==> src/rtl/mp3_ctrl.sv <==
// User-control front end: debounced buttons, song/pause levels and a saturating
// volume level posted to the VS1003 driver as SCI_VOL words. Optional: MP3_CTRL_AUTOREPEAT_EN.
module mp3_ctrl #(
  parameter int          DEBOUNCE_CYC = 20000,
  parameter logic [7:0]  VOL_INIT     = 8'h20,
  parameter logic [7:0]  VOL_STEP     = 8'h10,
  parameter int          REPEAT_CYC   = 2000000
) (
  input  logic        clk,
  input  logic        rst_n,
  input  logic        i_btn_next,
  input  logic        i_btn_pause,
  input  logic        i_btn_up,
  input  logic        i_btn_down,
  input  logic        i_ack,
  output logic        o_song_select,
  output logic        o_pause,
  output logic [15:0] o_vol,
  output logic [7:0]  o_level
);

  localparam int            CW       = $clog2(DEBOUNCE_CYC + 1);
  localparam logic [CW-1:0] CNT_LAST = CW'(DEBOUNCE_CYC - 1);

  // Button bit order: 0 next, 1 pause, 2 up, 3 down.
  logic [3:0] btn_raw, btn_s1, btn_s2, deb, deb_d, rise;
  logic       ev_next, ev_pause, ev_up, ev_down;

  assign btn_raw = {i_btn_down, i_btn_up, i_btn_pause, i_btn_next};

  always_ff @(posedge clk or negedge rst_n) begin
    if (!rst_n) begin
      btn_s1 <= '0;
      btn_s2 <= '0;
      deb_d  <= '0;
    end else begin
      btn_s1 <= btn_raw;
      btn_s2 <= btn_s1;
      deb_d  <= deb;
    end
  end

  for (genvar i = 0; i < 4; i++) begin : g_deb
    logic [CW-1:0] cnt;
    logic          db;
    always_ff @(posedge clk or negedge rst_n) begin
      if (!rst_n) begin
        cnt <= '0;
        db  <= 1'b0;
      end else if (btn_s2[i] == db) begin
        cnt <= '0;
      end else if (cnt == CNT_LAST) begin
        cnt <= '0;
        db  <= ~db;
      end else begin
        cnt <= cnt + 1'b1;
      end
    end
    assign deb[i] = db;
  end

  assign rise     = deb & ~deb_d;
  assign ev_next  = rise[0];
  assign ev_pause = rise[1];

`ifdef MP3_CTRL_AUTOREPEAT_EN
  localparam int            RW       = $clog2(REPEAT_CYC + 1);
  localparam logic [RW-1:0] REP_LAST = RW'(REPEAT_CYC);
  logic [1:0] rep_tick;

  // Counts cycles since the initial edge; reloads to 1 so ticks stay REPEAT_CYC apart.
  for (genvar j = 0; j < 2; j++) begin : g_rep
    logic [RW-1:0] rcnt;
    always_ff @(posedge clk or negedge rst_n) begin
      if (!rst_n)                rcnt <= '0;
      else if (!deb[j+2])        rcnt <= '0;
      else if (rcnt == REP_LAST) rcnt <= RW'(1);
      else                       rcnt <= rcnt + 1'b1;
    end
    assign rep_tick[j] = deb[j+2] & (rcnt == REP_LAST);
  end

  assign ev_up   = rise[2] | rep_tick[0];
  assign ev_down = rise[3] | rep_tick[1];
`else
  if (REPEAT_CYC < 0) begin : g_repeat_unused
  end
  assign ev_up   = rise[2];
  assign ev_down = rise[3];
`endif

  logic [7:0] lvl, lvl_inc, lvl_dec, vlat;
  logic [8:0] sum9;
  logic       lvl_evt;

  assign sum9    = {1'b0, lvl} + {1'b0, VOL_STEP};
  assign lvl_inc = (sum9 > 9'h0FE) ? 8'hFE : sum9[7:0];
  assign lvl_dec = (lvl < VOL_STEP) ? 8'h00 : lvl - VOL_STEP;
  assign lvl_evt = ev_up ^ ev_down;
  assign o_level = lvl;

  always_ff @(posedge clk or negedge rst_n) begin
    if (!rst_n) begin
      lvl           <= VOL_INIT;
      o_song_select <= 1'b0;
      o_pause       <= 1'b0;
    end else begin
      if (ev_next)               o_song_select <= ~o_song_select;
      if (ev_pause)              o_pause       <= ~o_pause;
      if (ev_up && !ev_down)     lvl           <= lvl_dec;
      else if (ev_down && !ev_up) lvl          <= lvl_inc;
    end
  end

  logic [2:0] ack_s;
  logic       ack_rise;

  always_ff @(posedge clk or negedge rst_n) begin
    if (!rst_n) ack_s <= '0;
    else        ack_s <= {ack_s[1:0], i_ack};
  end

  // Edge only: the driver holds finish high while paused.
  assign ack_rise = ack_s[1] & ~ack_s[2];

  typedef enum logic [1:0] {IDLE, POST, GAP} state_t;
  state_t     state, next_state;
  logic       pend, latch, pause_next, pause_rise;
  logic [1:0] gap_cnt;

  assign pause_next = o_pause ^ ev_pause;
  assign pause_rise = ev_pause & ~o_pause;
  assign latch      = (state == IDLE) && (next_state == POST);

  always_ff @(posedge clk or negedge rst_n) begin
    if (!rst_n) state <= IDLE;
    else        state <= next_state;
  end

  always_comb begin
    next_state = state;
    case (state)
      IDLE:    if (pend && !pause_next) next_state = POST;
      POST:    if (pause_rise)          next_state = IDLE;
               else if (ack_rise)       next_state = GAP;
      GAP:     if (gap_cnt == 2'd3)     next_state = IDLE;
      default:                          next_state = IDLE;
    endcase
  end

  always_comb begin
    o_vol = 16'hFFFF;
    if (state == POST) o_vol = {vlat, vlat};
  end

  // A new change always wins over the clear, so a change on the latch cycle is not lost.
  always_ff @(posedge clk or negedge rst_n) begin
    if (!rst_n) begin
      pend    <= 1'b1;
      vlat    <= VOL_INIT;
      gap_cnt <= 2'd0;
    end else begin
      if (lvl_evt || ev_next || (state == POST && pause_rise)) pend <= 1'b1;
      else if (latch)                                          pend <= 1'b0;
      if (latch) vlat <= lvl;
      gap_cnt <= (state == GAP) ? gap_cnt + 2'd1 : 2'd0;
    end
  end

endmodule

==> config.mk <==
export PLATFORM = sky130hd
export DESIGN_NAME = mp3_ctrl
export DESIGN_NICKNAME = d
export VERILOG_FILES = /design/src/rtl/mp3_ctrl.sv
export SDC_FILE = /design/constraint.sdc
export NUM_CORES = 1
export LEC_CHECK = 0
export ABC_AREA = 1
export CORE_MARGIN = 8
export CORE_UTILIZATION = 45
export DETAILED_ROUTE_END_ITERATION = 10
export GPL_TIMING_DRIVEN = 0
export PLACE_DENSITY_LB_ADDON = 0.15
export SKIP_CTS_REPAIR_TIMING = 1
export SLEW_MARGIN = 25
export SYNTH_ARGS = -nofsm -noshare
export SYNTH_HDL_FRONTEND = slang
export SYNTH_SLANG_ARGS = --single-unit
==> constraint.sdc <==
create_clock -name clk -period 1.4 [get_ports clk]
set_input_delay 0.28 -clock clk [delete_from_list [all_inputs] [get_ports clk]]
set_output_delay 0.28 -clock clk [all_outputs]
set_load 0.02 [all_outputs]
-- Yosys cells after proc, flatten, opt, wreduce, memory -nomap -nowiden
Cells that the tools add are included.
- output and inout bits: 26
- logic and storage cells: 95
- input bits: 7
- bits in registers: 102
- muxes and demuxes: 21
- equal/unequal tests: 12
- reductions and logical operators: 17
- add/sub/neg operators: 7
- order comparisons: 2
- bitwise logic cells: 17
- operators with widths (cell ; count):
    $mux 15 ; 8
    $add 15x1->15 const B ; 4
    $eq 15x15->1 const B ; 4
    $mux 8 ; 4
    $mux 16 ; 1
    $not 1->1 ; 11
    $mux 2 ; 5
    $add 8x5->9 const B ; 1
    $gt 9x8->1 const B ; 1
    $lt 8x5->1 const B ; 1
    $reduce_and 2->1 ; 4
    $sub 8x5->8 const B ; 1
    $pmux 2 s3 ; 1
    $logic_and 1x1->1 ; 5
    $and 4x4->4 ; 1
    $eq 1x1->1 ; 4
    $eq 2x1->1 const B ; 2
    $eq 2x2->1 const B ; 2
    $not 4->4 ; 1
    $reduce_bool 2->1 ; 2
    $logic_not 1->1 ; 3
    $add 2x1->2 const B ; 1
    $and 1x1->1 ; 2
    $logic_not 2->1 ; 1
    other kinds (3) ; 6

-- Depth between registers and ports, before layout
Gate-level depths: netlist of run 1.
- depth in word-level cells: 11
- mapped depth: 11
- mapped depth without buffers: 11

-- Worst setup path after synthesis of run 1
OpenSTA, ideal clock, no wires.
- path kind: register to output
- start: register state[1]
- end: output port o_vol[10]
- data required time: 1.120 ns
- path buffers: 2
- arrival: 1.364 ns
- path slack: -0.244 ns
- cell stages (with the launch flop): 5
- cells stage by stage: dfrtp_1 -> or2_2 -> buf_6 -> or2_2 -> buf_4
- cells in the longest elaborated chain, start to end: 2
- RTL lines (what ; line ; text):
    start: declaration ; 127 ; state_t state, next_state;
    start signal: assignment ; 137 ; else state <= next_state;
    $eq 2x1->1 ; 153 ; if (state == POST) o_vol = {vlat, vlat};
    $mux 16 ; 153 ;
    end: declaration ; 18 ; output logic [15:0] o_vol,
No other way between the ends.

-- Final worst setup path of run 1
- start: register state[1]
- end: output port o_vol[11]
The elaborated chain is that of the path after synthesis.

==> results.json, run 1 <==
{
  "arrival_ns": 1.60,
  "p_comb_share_pct": 4.5,
  "ys_types": 34,
  "postSynthCellCount": 607,
  "status": "complete, but fails checks",
  "synth-seq-cells": 96,
  "avgSynthCellArea_sq_um": 8.10,
  "synth_top_area_share_pct": 47.3,
  "crit_type": "reg2out",
  "fp.dieW_um": 121,
  "synth-seq-area-share_pct": 48.9,
  "fin_area_sq_um": 6210,
  "cts_buffers": 9,
  "synth_top_cell_by_area": "dfrtp_1",
  "place_ws_ns": -0.580,
  "wl_um": 10100,
  "cts_buffer_depth": 2,
  "yosysWarnings": 0,
  "setup.worst_path.end_class": "output pin",
  "die_h_um": 121,
  "gp_congestion": 0.927,
  "peakVddDrop_mv": 0.812,
  "num-fill-cells": 964,
  "drt_first_pass_iters": 4,
  "antenna_cells": 0,
  "drc": 0,
  "multi_input_area_sq_um": 2420,
  "syn-num-nets": 624,
  "path_max_fanout": 6,
  "vias": 3905,
  "p_int_uw": 3990,
  "port-buffer-count": 31,
  "max_freq_ghz": 0.531,
  "p_seq_share_pct": 55.2,
  "tritoncts": "done",
  "seq_area_sq_um": 2420,
  "finClkSkew_ns": 0.00964,
  "rr_startpoint": "o_level[5]",
  "cp-start-kind": "flip-flop",
  "whs_ns": 0.300,
  "setup_viol": 29,
  "die_area_sq_um": 14500,
  "ioPinCount": 33,
  "cts-htree-levels": 3,
  "ys_top_cells_by_area": "dfrtp_1 47%, nor2_1 10%, nand2_1 9.2%, inv_1 5.2%, xor2_1 3.7%",
  "worstSetupStartpoint": "state[1]",
  "cellLeakagePower_uw": 0.00281,
  "tns_ns": -7.68,
  "rsz0062_at_grt": "yes",
  "first_iter_violations": 241,
  "drive_gt1_share_pct": 22.9,
  "grtUsageTotal_pct": 14.3,
  "netlist_area_sq_um": 4920,
  "cts_sinks": 96,
  "maxCapViolations": 0,
  "num-nets-final": 690,
  "drv_slew": 0,
  "required_ns": 1.12,
  "start_util_pct": 45.7,
  "place_area_sq_um": 5500,
  "grt_pass1_wl_um": 17000,
  "period_minus_slack_ns": 1.88,
  "rows": 38,
  "min_path_type": "in2async",
  "grt_overflow": 0,
  "areaGrowthSynthToFinish_pct": 26.3,
  "clkPwrFrac_pct": 40.3,
  "finalCritPeriodShare_pct": 134,
  "grt_pass1_vias": 3658,
  "netSwitchingFraction_pct": 23.0,
  "synth_edf_count": 0,
  "cts-root-buf": "clkbuf_8",
  "hpwlAfterDp_um": 6840,
  "clk_latency_ns": 0.38,
  "vias_per_cell": 4.77,
  "clk_pin_slew_ns": 0.10,
  "async_flop_share_pct": 100,
  "core-area_sq_um": 10700,
  "p_sw_uw": 1190,
  "grt_max_degree": 78,
  "r2r_slack_ns": -0.15,
  "setup_ws_ns": -0.482,
  "antenna_found_initial": 0,
  "finalHoldViolations": 0,
  "routedWlPerCell_um": 12.3,
  "failed_checks": "setup timing",
  "synth_flop_cell": "dfrtp_1",
  "power_density_nw_per_um2": 835,
  "fin_util_pct": 57.8,
  "ant_nets": 0,
  "r2r_cells": 10
}
==> worst max-delay path: stages (launching register included) <==
cell and delay, ns:
dfrtp_1 0.42, or2_4 0.29, or2_4 0.28, buf_6 0.12
buf_6 0.12
==> cell type report <==
cell class	instances	area share [%]
flip-flops and latches	96	38.9
multi-input cells	422	38.9
repair buffers	55	8.57
inverters	73	4.45
well taps	140	2.82
plain buffers	15	2.44
clock buffers	10	2.22
clock inverters	6	1.55
repair inverters	1	0.121
==> stage by stage <==
stage	total power [uW]	std cells
finish	5180	818
global route	5420	818
CTS	5230	795
detailed placement	3100	779
global placement	3080	778
floorplan	2990	607
==> power groups by stage <==
stage | clock network, uW | logic (uW) | registers (uW)
3_5_place_dp | 0 | 192 | 2900
2_1_floorplan | 0 | 89.3 | 2900
6_report | 2090 | 233 | 2860
5_1_grt | 2280 | 274 | 2870
4_1_cts | 2180 | 193 | 2850
3_3_place_gp | 0 | 180 | 2900
==> cells by family (layout without fill, tap and decap cells) <==
family                     after synthesis  in the layout  share of synthesized area, %
buffers and inverters                   89            160                          8.04
adders and majority gates               10             10                          2.55
and+or+nand+nor                        332            332                          28.9
AOI/OAI and AO/OA                       46             46                          5.29
DFF                                     96             96                          48.9
xor gates and xnor gates                33             33                          6.18
other                                    1              1                        0.0763
==> flip-flops by register name (all words and copies together), names as in the netlist, 3 cells and up <==
name and count:
o_level 5, g_deb.db 4, btn_s1 4, btn_s2 4, vlat 5, deb_d 4, g_deb.cnt 60, ack_s 3
==> routing by layer <==
layer  GRT usage (%)  vias to the layer above  wire [um]
met2            23.4                       44       4910
li1                -                     2019          -
met5               0                        -          0
met3            4.43                       12        313
met1            17.7                     1830       4740
met4            4.37                        0        135
==> cell usage after synthesis (all sizes together) (2+ instances only) <==
cell type  number
nor3           12
nor2          136
o21ai          21
nand3          37
dfstp           3
buf            16
or2             7
a21oi          15
ha             10
inv            73
nor3b           2
xor2           23
nand4           9
dfrtp          93
nand2         126
xnor2          10
nor4            3
o21bai          6
==> layout by cell type, fill, tap and decap left out, types with 10 or more instances in the layout <==
master / instances
nor2_1: 124
nand2_1: 114
dfrtp_1: 85
inv_1: 64
nand3_1: 30
buf_6: 30
buf_4: 22
xor2_1: 20
o21ai_0: 14
a21oi_1: 13
nor3_1: 11
clkbuf_8: 10
==> final timing paths <==
| check | endpoint |
|---|---|
| worst max-delay path | o_vol[11] |
| worst min-delay path | vlat[7] |
| worst max register to register | o_level[4] |
| worst min register to register | btn_s2[1] |
| max in group asynchronous | g_deb[3].cnt[2] |
| min in group clk | btn_s1[3] |
Note: power is estimated with default switching activity, not from simulation.
==> run 2: changes to the inputs <==
Settings changed: CELL_PAD_IN_SITES_DETAIL_PLACEMENT set to 1, CELL_PAD_IN_SITES_GLOBAL_PLACEMENT set to 1, CORE_UTILIZATION 45 to 40.
==> run 2 against run 1 <==
Compared with the run above: the flow still finishes with violations (setup timing); combinational power about the same; clock skew decreased by 0.0048 ns; fmax up 1.2%; sequential power about the same; sequential share of layout area shrank 1.4 points; hold slack better by 0.055 ns.
==> results.json, run 2 (synthesis gave the netlist of run 1 again) <==
{
  "netSwitchingFraction_pct": 23.0,
  "crit_type": "reg2out",
  "grt_overflow": 0,
  "core-area_sq_um": 12000,
  "grt_pass1_vias": 4406,
  "rsz0062_at_grt": "yes",
  "cp-start-kind": "flip-flop",
  "setup_viol": 26,
  "crit_buf_inv": 2,
  "die_h_um": 127,
  "grt_pass1_wl_um": 20600,
  "final_common_cell": "nor2_1",
  "drive_gt1_share_pct": 27.3,
  "grtUsageTotal_pct": 15.5,
  "failed_checks": "setup timing",
  "finalCritPeriodShare_pct": 133,
  "p_comb_share_pct": 4.2,
  "hpwlAfterDp_um": 8560,
  "period_minus_slack_ns": 1.86,
  "routedWlPerCell_um": 15.2,
  "p_seq_share_pct": 51.2,
  "place_ws_ns": -0.606,
  "setup.worst_path.end_class": "output pin",
  "cts_buffers": 9,
  "start_util_pct": 40.9,
  "wl_um": 12700,
  "clk_latency_ns": 0.35,
  "p_total_uw": 5600,
  "crit_family": "simple AND/OR/NAND/NOR gates",
  "grt_max_degree": 65,
  "peakVddDrop_mv": 0.782,
  "worstPathCellList": "or2_4 > or2_4 > buf_6 > buf_6",
  "required_ns": 1.12,
  "min_path_type": "reg2reg",
  "path_max_fanout": 6,
  "port-buffer-count": 31,
  "cts-htree-levels": 3,
  "max_freq_ghz": 0.538,
  "largest_register": "g_deb.cnt",
  "tritoncts": "done",
  "vias": 4129,
  "cts-root-buf": "clkbuf_16",
  "drv_slew": 0,
  "die_area_sq_um": 16100,
  "maxCapViolations": 0,
  "finalHoldViolations": 0,
  "finClkSkew_ns": 0.00486,
  "antenna_found_initial": 0,
  "first_iter_violations": 229,
  "fp.dieW_um": 127,
  "antenna_cells": 0,
  "cts_buffer_depth": 2,
  "cts_sinks": 96,
  "ant_nets": 0,
  "cellLeakagePower_uw": 0.00290,
  "drt_first_pass_iters": 4,
  "gp_congestion": 0.829,
  "num-nets-final": 696,
  "ioPinCount": 33,
  "p_sw_uw": 1290,
  "drc": 0,
  "setup_ws_ns": -0.460,
  "power_density_nw_per_um2": 869,
  "mostFrequentLayoutCells": "117 x nor2_1, 106 x nand2_1, 83 x dfrtp_1",
  "crit_path_max_incr_delay_ns": 0.43,
  "status": "complete, but fails checks",
  "arrival_ns": 1.58,
  "p_int_uw": 4310,
  "clk_pin_slew_ns": 0.07,
  "vias_per_cell": 4.97,
  "cp_slowest_cell": "dfrtp_1",
  "clkPwrFrac_pct": 44.6,
  "rows": 40,
  "largest_reg_flops": 60,
  "areaGrowthSynthToFinish_pct": 31.1
}
==> run 2: cell types whose count changed in the layout (fill, tap and decap cells not counted), sizes merged <==
cell	before	now
inv	76	75
dlymetal6s2s	5	6
buf	56	60
clkinv	0	2
or2	7	8
bufinv	2	1
==> run 2: power groups by stage <==
stage	Combinational, uW	Clock, uW	Sequential [uW]
6_report	234	2500	2870
4_1_cts	200	2590	2850
5_1_grt	275	2660	2870
3_3_place_gp	184	0	2900
3_5_place_dp	199	0	2910
2_1_floorplan	89.3	0	2900
==> run 2: layer usage <==
metal,track usage (%),part of all wire [%],wire length (um),vias to the layer above
li1,-,-,-,2033
met1,18.0,44,5510,2040
met2,27.4,52,6620,41
met3,4.36,2.9,369,15
met4,4.20,1.3,162,0
met5,0,0,0,-
==> run 2: final timing paths <==
path	from	endpoint	slack (ns)	depth (start not counted)
min reg2reg	ack_s[0]	ack_s[1]	0.36	0
max in group asynchronous	rst_n	o_level[5]	0.36	3
min	ack_s[0]	ack_s[1]	0.36	0
min in group asynchronous	rst_n	vlat[7]	0.40	2
max	state[1]	o_vol[11]	-0.46	4
max reg2reg	o_level[5]	o_level[4]	-0.19	10
==> run 2: through the flow <==
stage	std cells	util [%]	hold slack, ns	setup TNS, ns	cell area (sq um)
after detailed placement	786	45.9	0.196	-14.30	5510
final	831	53.6	0.355	-6.84	6440
after CTS	802	48.3	-0.183	-24.11	5810
after global placement	785	45.6	0.333	-359.50	5480
after global routing	831	53.6	0.352	-8.94	6440
after floorplan	607	-	-0.0156	-0.785	4990
==> run 2: final cells by class <==
class / instances / area [sq um]
Fill cell: 1391 / 5570
Multi-Input combinational cell: 423 / 2530
Sequential cell: 96 / 2420
Timing Repair Buffer: 61 / 591
Inverter: 73 / 283
Clock buffer: 10 / 229
Tap cell: 147 / 184
Buffer: 14 / 133
Clock inverter: 6 / 66.3
Timing Repair inverter: 1 / 7.51
==> run 3: changes to the inputs <==
Settings changed: ABC_AREA 1 to 0, CAP_MARGIN set to 20, CORE_UTILIZATION 40 to 42.
==> run 3 against run 2 <==
Compared with the run above: the run still ends with setup timing left; largest cell class is now registers; routed wire length fell by 9.2%; synthesized cell count shrank 30%; global-route usage is 1.9 points lower.
==> results.json, run 3 <==
{
  "finalHoldViolations": 0,
  "p_comb_share_pct": 7.3,
  "routedWlPerCell_um": 17.2,
  "cellLeakagePower_uw": 0.00278,
  "vias": 3454,
  "synthXorXnorAreaFrac_pct": 11.0,
  "status": "complete, but fails checks",
  "min_path_type": "in2async",
  "cts-htree-levels": 3,
  "peakVddDrop_mv": 0.625,
  "final-instance-count-excl-fill": 667,
  "dp.cells": 595,
  "yosysMostFrequentCell": "dfrtp_1",
  "largest_reg_flops": 60,
  "wl_um": 11500,
  "grt_pass1_vias": 3330,
  "r2r_cells": 5,
  "synthMuxAreaShare_pct": 2.58,
  "drv_slew": 0,
  "yosysWarnings": 0,
  "mostFrequentLayoutCells": "88 x dfrtp_1, 48 x buf_4, 40 x buf_6",
  "arrival_ns": 2.14,
  "port-buffer-count": 31,
  "synth_flop_cell": "dfrtp_1",
  "ioPinCount": 33,
  "p_sw_uw": 1190,
  "vias_per_cell": 5.18,
  "power_density_nw_per_um2": 760,
  "fin_util_pct": 61.8,
  "hpwlAfterDp_um": 6450,
  "synth_top_family_by_area": "simple AND/OR/NAND/NOR gates",
  "synthAdderAreaFrac_pct": 2.80,
  "failed_checks": "setup timing",
  "clk_latency_ns": 0.37,
  "gp_congestion": 0.772,
  "netSwitchingFraction_pct": 24.4,
  "rows": 37,
  "clk_pin_slew_ns": 0.09,
  "setup.worst_path.end_class": "flip-flop",
  "cts_buffers": 9,
  "synth-seq-area-share_pct": 53.9,
  "grt_pass1_wl_um": 16000,
  "netlist_area_sq_um": 4460,
  "yosys-top-cells-count": "93 x dfrtp_1, 66 x nor2_1, 30 x xnor2_1",
  "crit_family": "simple AND/OR/NAND/NOR gates",
  "setup_ws_ns": -0.486,
  "finClkSkew_ns": 0.00723,
  "place_ws_ns": -0.507,
  "cts_buffer_depth": 2,
  "path_max_fanout": 5,
  "crit_buf_inv": 1,
  "grt_overflow": 0,
  "fp.dieW_um": 119,
  "drive_gt1_share_pct": 43.9,
  "start_util_pct": 43.2,
  "period_minus_slack_ns": 1.89,
  "p_int_uw": 3670,
  "ys_top_cells_by_area": "dfrtp_1 52%, xnor2_1 5.9%, nor2_1 5.5%, xor2_1 5.1%, nand4_1 3.1%",
  "maxCapViolations": 0,
  "crit_path_max_incr_delay_ns": 0.53,
  "ys_types": 41,
  "drc": 0,
  "crit_type": "reg2reg",
  "grt_max_degree": 66,
  "largest_register": "g_deb.cnt",
  "multi_input_area_sq_um": 2390,
  "finalCritPeriodShare_pct": 135,
  "num-fill-cells": 1062,
  "synth_top_area_share_pct": 52.1,
  "antenna_cells": 0,
  "clkPwrFrac_pct": 33.8,
  "synth_edf_count": 0,
  "syn-num-nets": 444,
  "required_ns": 1.65,
  "die_h_um": 119,
  "postSynthCellCount": 427,
  "grtUsageTotal_pct": 13.6,
  "final_common_cell": "dfrtp_1",
  "ant_nets": 0,
  "worstPathCellList": "or4b_1 > or4_4 > nand2b_4 > clkbuf_16 > nor2_2",
  "max_freq_ghz": 0.530,
  "worstSetupPathDepth": 5,
  "areaGrowthSynthToFinish_pct": 43.0,
  "r2r_slack_ns": -0.49,
  "die_area_sq_um": 14200,
  "seq_area_sq_um": 2410,
  "synth_compound_area_share_pct": 3.14,
  "r2r_end": "g_deb[0].cnt[12]",
  "drt_first_pass_iters": 4,
  "synth-seq-cells": 96,
  "first_iter_violations": 152,
  "num-nets-final": 543,
  "cp-start-kind": "flip-flop",
  "yosys.area_share.simple_pct": 21.7,
  "rsz0062_at_grt": "yes",
  "antenna_found_initial": 0,
  "async_flop_share_pct": 100,
  "synth_top_cell_by_area": "dfrtp_1",
  "rr_startpoint": "g_deb[0].cnt[7]",
  "cp_slowest_cell": "or4_4",
  "tritoncts": "done",
  "avgSynthCellArea_sq_um": 10.5,
  "p_seq_share_pct": 58.9,
  "core-area_sq_um": 10300,
  "cts-root-buf": "clkbuf_8",
  "setup_viol": 87,
  "cts_sinks": 96
}
run 3: changes by cell type in the layout (fill, tap and decap cells not counted), sizes merged, moves of 8 or more:
cell and delta:
nand3 -15, nand2 -106, buf +36, mux2 +9, xnor2 +20, or2 -8, o21ai -16, inv -58
nor2 -70, a21oi -9, nand2b +13, nand4 +13
run 3: logic make-up (layout without fill, tap and decap cells):
| logic type | Yosys count | in the layout |
|---|---|---|
| multiplexers | 10 | 10 |
| AO/OA/AOI/OAI | 22 | 22 |
| adder cells (fa/ha/maj) | 10 | 10 |
| AND/OR/NAND/NOR | 190 | 190 |
| buffers and inverters | 42 | 146 |
| XOR/XNOR | 56 | 56 |
| flip-flops | 96 | 96 |
| other | 1 | 1 |
run 3: worst register-to-register path, delay by kind of cell (launching register included):
kind / cells / cell delay (ns)
buf+inv: 1 / 0.16
simple gates: 4 / 1.20
flops: 1 / 0.42
run 3: layout make-up:
| class | count | area share, % |
|---|---|---|
| Tap cell | 136 | 2.67 |
| Buffer | 21 | 3.43 |
| Clock inverter | 6 | 0.549 |
| Timing Repair Buffer | 92 | 14.9 |
| Multi-Input combinational cell | 289 | 37.5 |
| Clock buffer | 10 | 2.16 |
| Sequential cell | 96 | 37.8 |
| Inverter | 17 | 1.00 |
run 3: metrics by stage:
step | power [uW] | cell area [sq um] | setup TNS (ns) | hold WS (ns)
after global placement | 3090 | 5100 | -362.34 | 0.334
after detailed placement | 3110 | 5130 | -26.79 | 0.195
after floorplan | 3000 | 4620 | -7.93 | -0.0156
final | 4850 | 6380 | -20.55 | 0.356
after global routing | 5070 | 6380 | -26.72 | 0.329
after CTS | 4780 | 5300 | -37.95 | -0.223
run 3: layer usage:
layer	GRT usage, %	up-vias	share of wire, %
met5	0	-	0
met4	5.06	0	2.5
met1	16.4	1727	42
met3	4.25	21	3.4
li1	-	1646	-
met2	22.4	60	52
run 3: power groups by stage:
stage | logic [uW] | clock network, uW | registers [uW]
after CTS | 203 | 1730 | 2850
after global placement | 187 | 0 | 2910
final | 352 | 1640 | 2860
after floorplan | 95.8 | 0 | 2900
after global routing | 393 | 1810 | 2860
after detailed placement | 202 | 0 | 2910
run 3: worst max-delay path by stage:
stage | start | endpoint
floorplan | g_deb[0].cnt[12] | g_deb[0].db
global placement | rst_n | o_level[4]
detailed placement | g_deb[0].cnt[12] | g_deb[0].cnt[11]
CTS | state[0] | o_vol[10]
global route | g_deb[0].cnt[7] | g_deb[0].cnt[11]
finish | g_deb[0].cnt[7] | g_deb[0].cnt[12]
